### src/rtl/idli_sqi_ctrl_m.sv
// idli_sqi_ctrl_m: quad-SPI SRAM controller streaming sequential 16b words.
module idli_sqi_ctrl_m #(
  parameter logic [7:0] RD_CMD        = 8'h03,
  parameter logic [7:0] WR_CMD        = 8'h02,
  parameter int         ADDR_NIBBLES  = 6,
  parameter int         DUMMY_NIBBLES = 2
) (
  input  logic        i_sqi_gck,
  input  logic        i_sqi_rst,
  input  logic        i_sqi_req,
  input  logic        i_sqi_wr,
  input  logic [15:0] i_sqi_addr,
  output logic        o_sqi_ack,
  input  logic [15:0] i_sqi_wdata,
  output logic        o_sqi_wdata_rdy,
  output logic [15:0] o_sqi_rdata,
  output logic        o_sqi_rdata_vld,
  output logic [1:0]  o_sqi_ctr,
  output logic        o_sqi_cs_n,
  output logic        o_sqi_sck_en,
  output logic [3:0]  o_sqi_sio,
  output logic        o_sqi_sio_oe,
  input  logic [3:0]  i_sqi_sio
);
  localparam int AW = 4 * ADDR_NIBBLES;
  typedef enum logic [2:0] {IDLE, CMD, ADDR, DUMMY, DATA} state_t;
  state_t      state_q, state_d;
  logic [2:0]  ph_q, ph_d;
  logic        wr_q, wr_d;
  logic [15:0] addr_q, addr_d, wdata_q, wdata_d, rdata_q, rdata_d;
  logic [7:0]  cmd;
  logic [AW-1:0] baddr;
  logic [1:0]  ctr;
  assign cmd   = wr_q ? WR_CMD : RD_CMD;
  assign baddr = AW'({addr_q, 1'b0});
  assign ctr   = ph_q[1:0];
  always_comb begin
    state_d         = state_q;
    ph_d            = ph_q + 3'd1;
    wr_d            = wr_q;
    addr_d          = addr_q;
    wdata_d         = wdata_q;
    rdata_d         = rdata_q;
    o_sqi_ack       = 1'b0;
    o_sqi_wdata_rdy = 1'b0;
    o_sqi_rdata     = rdata_q;
    o_sqi_rdata_vld = 1'b0;
    o_sqi_ctr       = 2'd0;
    o_sqi_cs_n      = 1'b0;
    o_sqi_sck_en    = 1'b1;
    o_sqi_sio       = 4'h0;
    o_sqi_sio_oe    = 1'b0;
    case (state_q)
      IDLE: begin
        o_sqi_cs_n   = 1'b1;
        o_sqi_sck_en = 1'b0;
        o_sqi_ack    = i_sqi_req;
        ph_d         = 3'd0;
        state_d      = i_sqi_req ? CMD : IDLE;
        wr_d         = i_sqi_req ? i_sqi_wr : wr_q;
        addr_d       = i_sqi_req ? i_sqi_addr : addr_q;
      end
      CMD: begin
        o_sqi_sio_oe = 1'b1;
        o_sqi_sio    = ph_q[0] ? cmd[3:0] : cmd[7:4];
        ph_d         = ph_q[0] ? 3'd0 : 3'd1;
        state_d      = ph_q[0] ? ADDR : CMD;
      end
      ADDR: begin
        o_sqi_sio_oe = 1'b1;
        o_sqi_sio    = 4'(baddr >> (4 * (ADDR_NIBBLES - 1 - int'(ph_q))));
        if (ph_q == 3'(ADDR_NIBBLES - 1)) begin
          ph_d            = 3'd0;
          state_d         = wr_q ? DATA : DUMMY;
          o_sqi_wdata_rdy = wr_q;
        end
      end
      DUMMY: begin
        if (ph_q == 3'(DUMMY_NIBBLES - 1)) begin
          ph_d    = 3'd0;
          state_d = DATA;
        end
      end
      DATA: begin
        o_sqi_ctr    = ctr;
        o_sqi_sio_oe = wr_q;
        o_sqi_sio    = wr_q ? wdata_q[{ctr, 2'b00} +: 4] : 4'h0;
        ph_d         = {1'b0, ctr + 2'd1};
        if (!wr_q) rdata_d[{ctr, 2'b00} +: 4] = i_sqi_sio;
        // Last nibble of a word: the top nibble bypasses the flops so the word is complete now.
        if (&ctr) begin
          o_sqi_rdata_vld = !wr_q;
          o_sqi_rdata     = wr_q ? rdata_q : {i_sqi_sio, rdata_q[11:0]};
          o_sqi_wdata_rdy = wr_q & i_sqi_req;
          state_d         = i_sqi_req ? DATA : IDLE;
        end
      end
      default: state_d = IDLE;
    endcase
    if (o_sqi_wdata_rdy) wdata_d = i_sqi_wdata;
  end
  always_ff @(posedge i_sqi_gck or posedge i_sqi_rst) begin
    if (i_sqi_rst) begin
      state_q <= IDLE;
      ph_q    <= 3'd0;
      wr_q    <= 1'b0;
      addr_q  <= 16'h0;
      wdata_q <= 16'h0;
      rdata_q <= 16'h0;
    end else begin
      state_q <= state_d;
      ph_q    <= ph_d;
      wr_q    <= wr_d;
      addr_q  <= addr_d;
      wdata_q <= wdata_d;
      rdata_q <= rdata_d;
    end
  end
endmodule

### config.mk
export PLATFORM = sky130hd
export DESIGN_NAME = idli_sqi_ctrl_m
export DESIGN_NICKNAME = d
export VERILOG_FILES = /design/src/rtl/idli_sqi_ctrl_m.sv
export SDC_FILE = /design/constraint.sdc
export NUM_CORES = 1
export LEC_CHECK = 0
export ABC_AREA = 0
export CAP_MARGIN = 30
export CORE_MARGIN = 2
export CORE_UTILIZATION = 30
export DETAILED_ROUTE_END_ITERATION = 8
export GPL_TIMING_DRIVEN = 0
export PLACE_DENSITY = 0.52
export RECOVER_POWER = 50
export SYNTH_ARGS = -nofsm -noshare
export SYNTH_HDL_FRONTEND = slang
export SYNTH_SLANG_ARGS = --single-unit
### constraint.sdc
create_clock -name i_sqi_gck -period 5.7 [get_ports i_sqi_gck]
set_clock_uncertainty 0.2 [all_clocks]
set_input_delay 1.14 -clock i_sqi_gck [delete_from_list [all_inputs] [get_ports i_sqi_gck]]
set_output_delay 1.14 -clock i_sqi_gck [all_outputs]
set_load 0.01 [all_outputs]
==> impl_metrics.yaml, run 1 <==
logic_synthesis:
  synthCells: 253
  synth_common_cells: "55 x dfrtp_1, 44 x nand2_1, 28 x mux2_2"
  synth_area_um2: 2872
  synth_edf_count: 0
  syn_area_per_cell_um2: 11.35
  synth.area.top_cells: "dfrtp_1 48%, mux2_2 11%, nand2_1 5.8%"
  synth.most_common_cell: "dfrtp_1"
  async_flop_share_pct: 100.0
  synth_nets: 301
  ys.flop_type: "dfrtp_1"
  synth_top_area_share_pct: 47.93
  synth_top_area_cell: "dfrtp_1"
  synth.distinct_cells: 38
  synth_seq_cells: 55
  ys_warn_count: 0
  yosysSeqAreaShare_pct: 47.93
global_route:
  groute.usage.overall_pct: 13.22
  grt_first_pass_wirelength_um: 10720
  grt_pass1_vias: 2140
  grt_max_degree: 29
  grt_overflow_total: 0
  antenna_found_initial: 0
finish:
  antenna_cells: 0
  drive_above_1_share_pct: 18.60
  nNetsFinal: 376
  num-fill-cells: 959
  area_delta_synth_final_pct: 32.07
floorplan:
  dieHeight_um: 101.8
  fp.coreArea_um2: 9284
  die_area_um2: 10370
  die_w_um: 101.8
  start_util_pct: 30.93
  rows: 35
  io_pins: 68
clock_network:
  cts-hold-fix-buffers: 0
  postCtsSetupRepairBufs: 0
  cts_buffers: 5
  cts.sinks: 55
  ctsResizeCount: 0
  clk_latency_ps: 300
  htreeDepth: 2
  cts_tree: "yes"
  clock_path_buffers: 2
  cts_root_buffer: "clkbuf_8"
  clk_pin_slew_ps: 100
setup_path:
  regToRegEndpoint: "wdata_q[1]"
  cp_max_fo: 10
  critical_path_arrival_ps: 3360
  cp-endpoint: "o_sqi_wdata_rdy"
  crit_type: "in -> out"
  r2r_start: "ph_q[1]"
  cp-start-kind: "input pin"
  reg2reg_depth: 7
  cp-startpoint: "i_sqi_req"
  reg2reg_slack_ps: 2670
  cp.required_ps: 4360
  cp-end-kind: "primary output"
route:
  met2WireLength_um: 2982
  viasPerCell: 4.521
  wl_met1_um: 2932
  drc_errors: 0
  dr_wl_met3_um: 429
  top_layer: "met4"
  drt_wl_total_um: 6417
  vias: 2066
  firstDrtPassIters: 4
  ant_nets: 0
  wl_per_cell_um: 14.04
  drt-initial-drc-count: 86
hold_path:
  hp-class: "reg -> reg"
power:
  clkPwrFrac_pct: 13.8
  combPwrFrac_pct: 49.0
  p_switching_w: 0.0006250
  p_leak_nw: 1.543
  p_per_area_nw_per_um2: 487.6
  p_int_w: 0.001224
  ir_drop_mv: 0.1667
  swShare_pct: 33.80
  seq_power_share_pct: 37.2
timing:
  tns_ps: 0
  max_freq_mhz: 212.8
  drv_slew: 29
  tightest_slew_ps: 1532
  grt_setup_unrepaired: "false"
  finalCritPeriodShare_pct: 82.42
  hold_slack_ps: 285.7
  fin_crit_ps: 4698
  setup_violations: 0
  relSlewSlack_pct: -2.111
  final-hold-violation-count: 0
placement:
  io_buffers: 67
  gp_congestion: 0.8237
  dp_hpwl_um: 4880
run_status:
  run_status: "finished, violations left"
  violations: "max-capacitance violations, max-slew violations"
job:
  drv_cap: 1
[layer usage]
metal / vias to the layer above / global-route usage, %
met5: - / 0
li1: 1012 / -
met2: 62 / 21.15
met1: 984 / 17.52
met3: 8 / 4.309
met4: 0 / 3.179
[logic make-up after synthesis]
kind of cell	share of synthesized area, %
XOR/XNOR	0.6101
buffers and inverters	6.231
AO/OA/AOI/OAI	7.364
adder cells (fa/ha/maj)	3.486
flip-flops	47.93
multiplexers	20.35
AND/OR/NAND/NOR	14.03
[flip-flops by register name (all words and copies together) (netlist names)]
name,count
wr_q,1
ph_q,3
state_q,3
addr_q,16
wdata_q,16
rdata_q,16
[through the flow]
step,std cells,total power (W),setup WS [ps],area [um^2],utilization (%)
2_1_floorplan,253,0.001283,2635,2872,-
3_3_place_gp,449,0.001613,1488,3704,39.89
6_report,457,0.001849,1002,3792,40.85
4_1_cts,457,0.001887,1301,3826,41.21
3_5_place_dp,450,0.001627,1493,3724,40.11
5_1_grt,457,0.002004,847.0,3792,40.85
[worst min-delay path by stage]
stage | cells past startpoint | slack [ps] | from | end
3_5_place_dp | 2 | 270 | rdata_q[13] | rdata_q[13]
6_report | 2 | 290 | rdata_q[11] | rdata_q[11]
5_1_grt | 2 | 310 | rdata_q[13] | rdata_q[13]
3_3_place_gp | 2 | 260 | rdata_q[15] | rdata_q[15]
2_1_floorplan | 2 | 240 | rdata_q[12] | rdata_q[12]
4_1_cts | 2 | 290 | rdata_q[13] | rdata_q[13]
[layout by cell type (no fill, tap or decap), types with 7 or more instances in the layout]
master,Yosys,final
mux2_1,9,9
mux4_2,7,7
dfrtp_1,55,55
mux2_2,28,28
ha_1,8,8
o21ai_0,24,24
nand2_1,44,44
buf_4,13,12
clkdlybuf4s50_1,0,65
clkbuf_1,3,7
inv_1,8,8
[cell type report]
cell class / count / area (um^2) / area share, %
Clock buffer: 6 / 72.57 / 1.914
Multi-Input combinational cell: 168 / 1303 / 34.35
Clock inverter: 1 / 30.03 / 0.7918
Sequential cell: 55 / 1376 / 36.29
Tap cell: 129 / 161.4 / 4.256
Inverter: 8 / 30.03 / 0.7918
Buffer: 22 / 145.1 / 3.827
Timing Repair Buffer: 68 / 674.4 / 17.78
[worst max-delay path, stage by stage]
cell	delay [ps]
dlygate4sd3_1	600
nand2_1	80
o22ai_1	720
buf_6	250
clkdlybuf4s50_1	550
[power groups by stage]
stage	sequential (W)	combinational (W)	clock, W
after CTS	0.000692	0.000931	0.000264
after global routing	0.000718	0.00101	0.000278
after floorplan	0.000659	0.000624	0
after global placement	0.000694	0.000919	0
final	0.000687	0.000907	0.000255
after detailed placement	0.000701	0.000927	0
(Power assumes the default switching activity.)
==> run 2, diff against run 1 <==
==> constraint.sdc (replaced) <==
create_clock -name i_sqi_gck -period 4.6 [get_ports i_sqi_gck]
set_clock_uncertainty 0.2 [all_clocks]
set_input_delay 0.92 -clock i_sqi_gck [delete_from_list [all_inputs] [get_ports i_sqi_gck]]
set_output_delay 0.92 -clock i_sqi_gck [all_outputs]
set_load 0.01 [all_outputs]
==> impl_metrics.yaml, run 2 (synthesized netlist as in run 1, its figures left out) <==
job:
  drv_cap: 1
clock_network:
  cts_buffers: 5
  cts.sinks: 55
  cts_root_buffer: "clkbuf_8"
  clock_path_buffers: 2
  ctsResizeCount: 0
  cts-hold-fix-buffers: 0
  htreeDepth: 2
  cts_tree: "yes"
  clk_latency_ps: 300
  clk_pin_slew_ps: 100
  postCtsSetupRepairBufs: 0
timing:
  relSlewSlack_pct: -2.111
  grt_setup_unrepaired: "false"
  finalCritPeriodShare_pct: 89.25
  fin_crit_ps: 4105
  setup_violations: 0
  max_freq_mhz: 243.6
  tns_ps: 0
  tightest_slew_ps: 1532
  final-hold-violation-count: 0
  drv_slew: 29
global_route:
  antenna_found_initial: 0
  grt_first_pass_wirelength_um: 10720
  grt_overflow_total: 0
  grt_max_degree: 29
  groute.usage.overall_pct: 13.22
  grt_pass1_vias: 2140
floorplan:
  rows: 35
  dieHeight_um: 101.8
  start_util_pct: 30.93
  fp.coreArea_um2: 9284
  die_area_um2: 10370
  io_pins: 68
  die_w_um: 101.8
setup_path:
  cp_max_fo: 10
  cp.required_ps: 3480
  cp-start-kind: "input pin"
  cp-end-kind: "primary output"
  critical_path_arrival_ps: 2990
  crit_type: "in -> out"
finish:
  top_regs: "addr_q (16), rdata_q (16), wdata_q (16)"
  area_delta_synth_final_pct: 32.55
  final_cell_mix: "64 x clkdlybuf4s50_1, 55 x dfrtp_1, 44 x nand2_1"
  drive_above_1_share_pct: 18.90
  nNetsFinal: 376
  antenna_cells: 0
  final_cell_area_um2: 3806
  layout_commonest_cell: "clkdlybuf4s50_1"
  final_util_pct: 41.00
placement:
  placed_cell_area_um2: 3724
  gp_congestion: 0.8237
  io_buffers: 67
  dp_hpwl_um: 4880
power:
  ir_drop_mv: 0.2068
  p_per_area_nw_per_um2: 602.7
  p_leak_nw: 1.545
hold_path:
  hp-class: "reg -> reg"
run_status:
  violations: "max-capacitance violations, max-slew violations"
  run_status: "finished, violations left"
route:
  viasPerCell: 4.523
  drt_wl_total_um: 6401
  vias: 2067
  firstDrtPassIters: 4
  drt-initial-drc-count: 82
  wl_per_cell_um: 14.01
  ant_nets: 0
  drc_errors: 0
==> run 2: worst paths after layout <==
kind | startpoint | to | slack (ps) | cells after the start
max in group asynchronous | i_sqi_rst | wdata_q[1] | 1140 | 3
max reg2reg | ph_q[1] | wdata_q[1] | 1940 | 7
min reg2reg | rdata_q[11] | rdata_q[11] | 290 | 2
min | rdata_q[11] | rdata_q[11] | 290 | 2
max | i_sqi_req | o_sqi_ack | 490 | 5
min in group asynchronous | i_sqi_rst | wdata_q[4] | 1110 | 2
==> run 2: final cells by class <==
type                       count  area (um^2)
sequential                    55         1376
buffer                        22        145.1
fill                         956         5478
multi-input combinational    168         1316
clock buffer                   6        72.57
inverter                       8        30.03
timing repair buffer          68        674.4
clock inverter                 1        30.03
tap                          129        161.4
==> run 2: metal layers <==
| metal | GRT usage, % | vias up | share of wire (%) |
|---|---|---|---|
| met5 | 0 | - | 0 |
| met2 | 21.15 | 62 | 47 |
| met1 | 17.52 | 984 | 46 |
| met3 | 4.309 | 8 | 6.7 |
| li1 | - | 1013 | - |
| met4 | 3.179 | 0 | 1.1 |
==> run 2: critical path, stage by stage <==
cell	delay, ps
dlygate4sd3_1	600
nor3b_1	200
clkbuf_1	480
buf_6	240
clkdlybuf4s50_1	550
==> run 2: power breakdown <==
part	internal (W)	switching, W	leakage (nW)
clock network	0.000160	0.000156	0.0513
logic	0.000642	0.000484	0.839
registers	0.000714	0.000137	0.654
==> run 2: through the flow <==
stage | hold slack (ps) | setup WS, ps | cells | power [W]
floorplan | 244.4 | 1755 | 253 | 0.001590
detailed placement | 267.0 | 809.2 | 450 | 0.002016
CTS | 293.0 | 421.3 | 457 | 0.002338
global route | 312.8 | 260.0 | 457 | 0.002486
global placement | 258.6 | 790.5 | 449 | 0.001999
finish | 285.7 | 494.6 | 457 | 0.002294
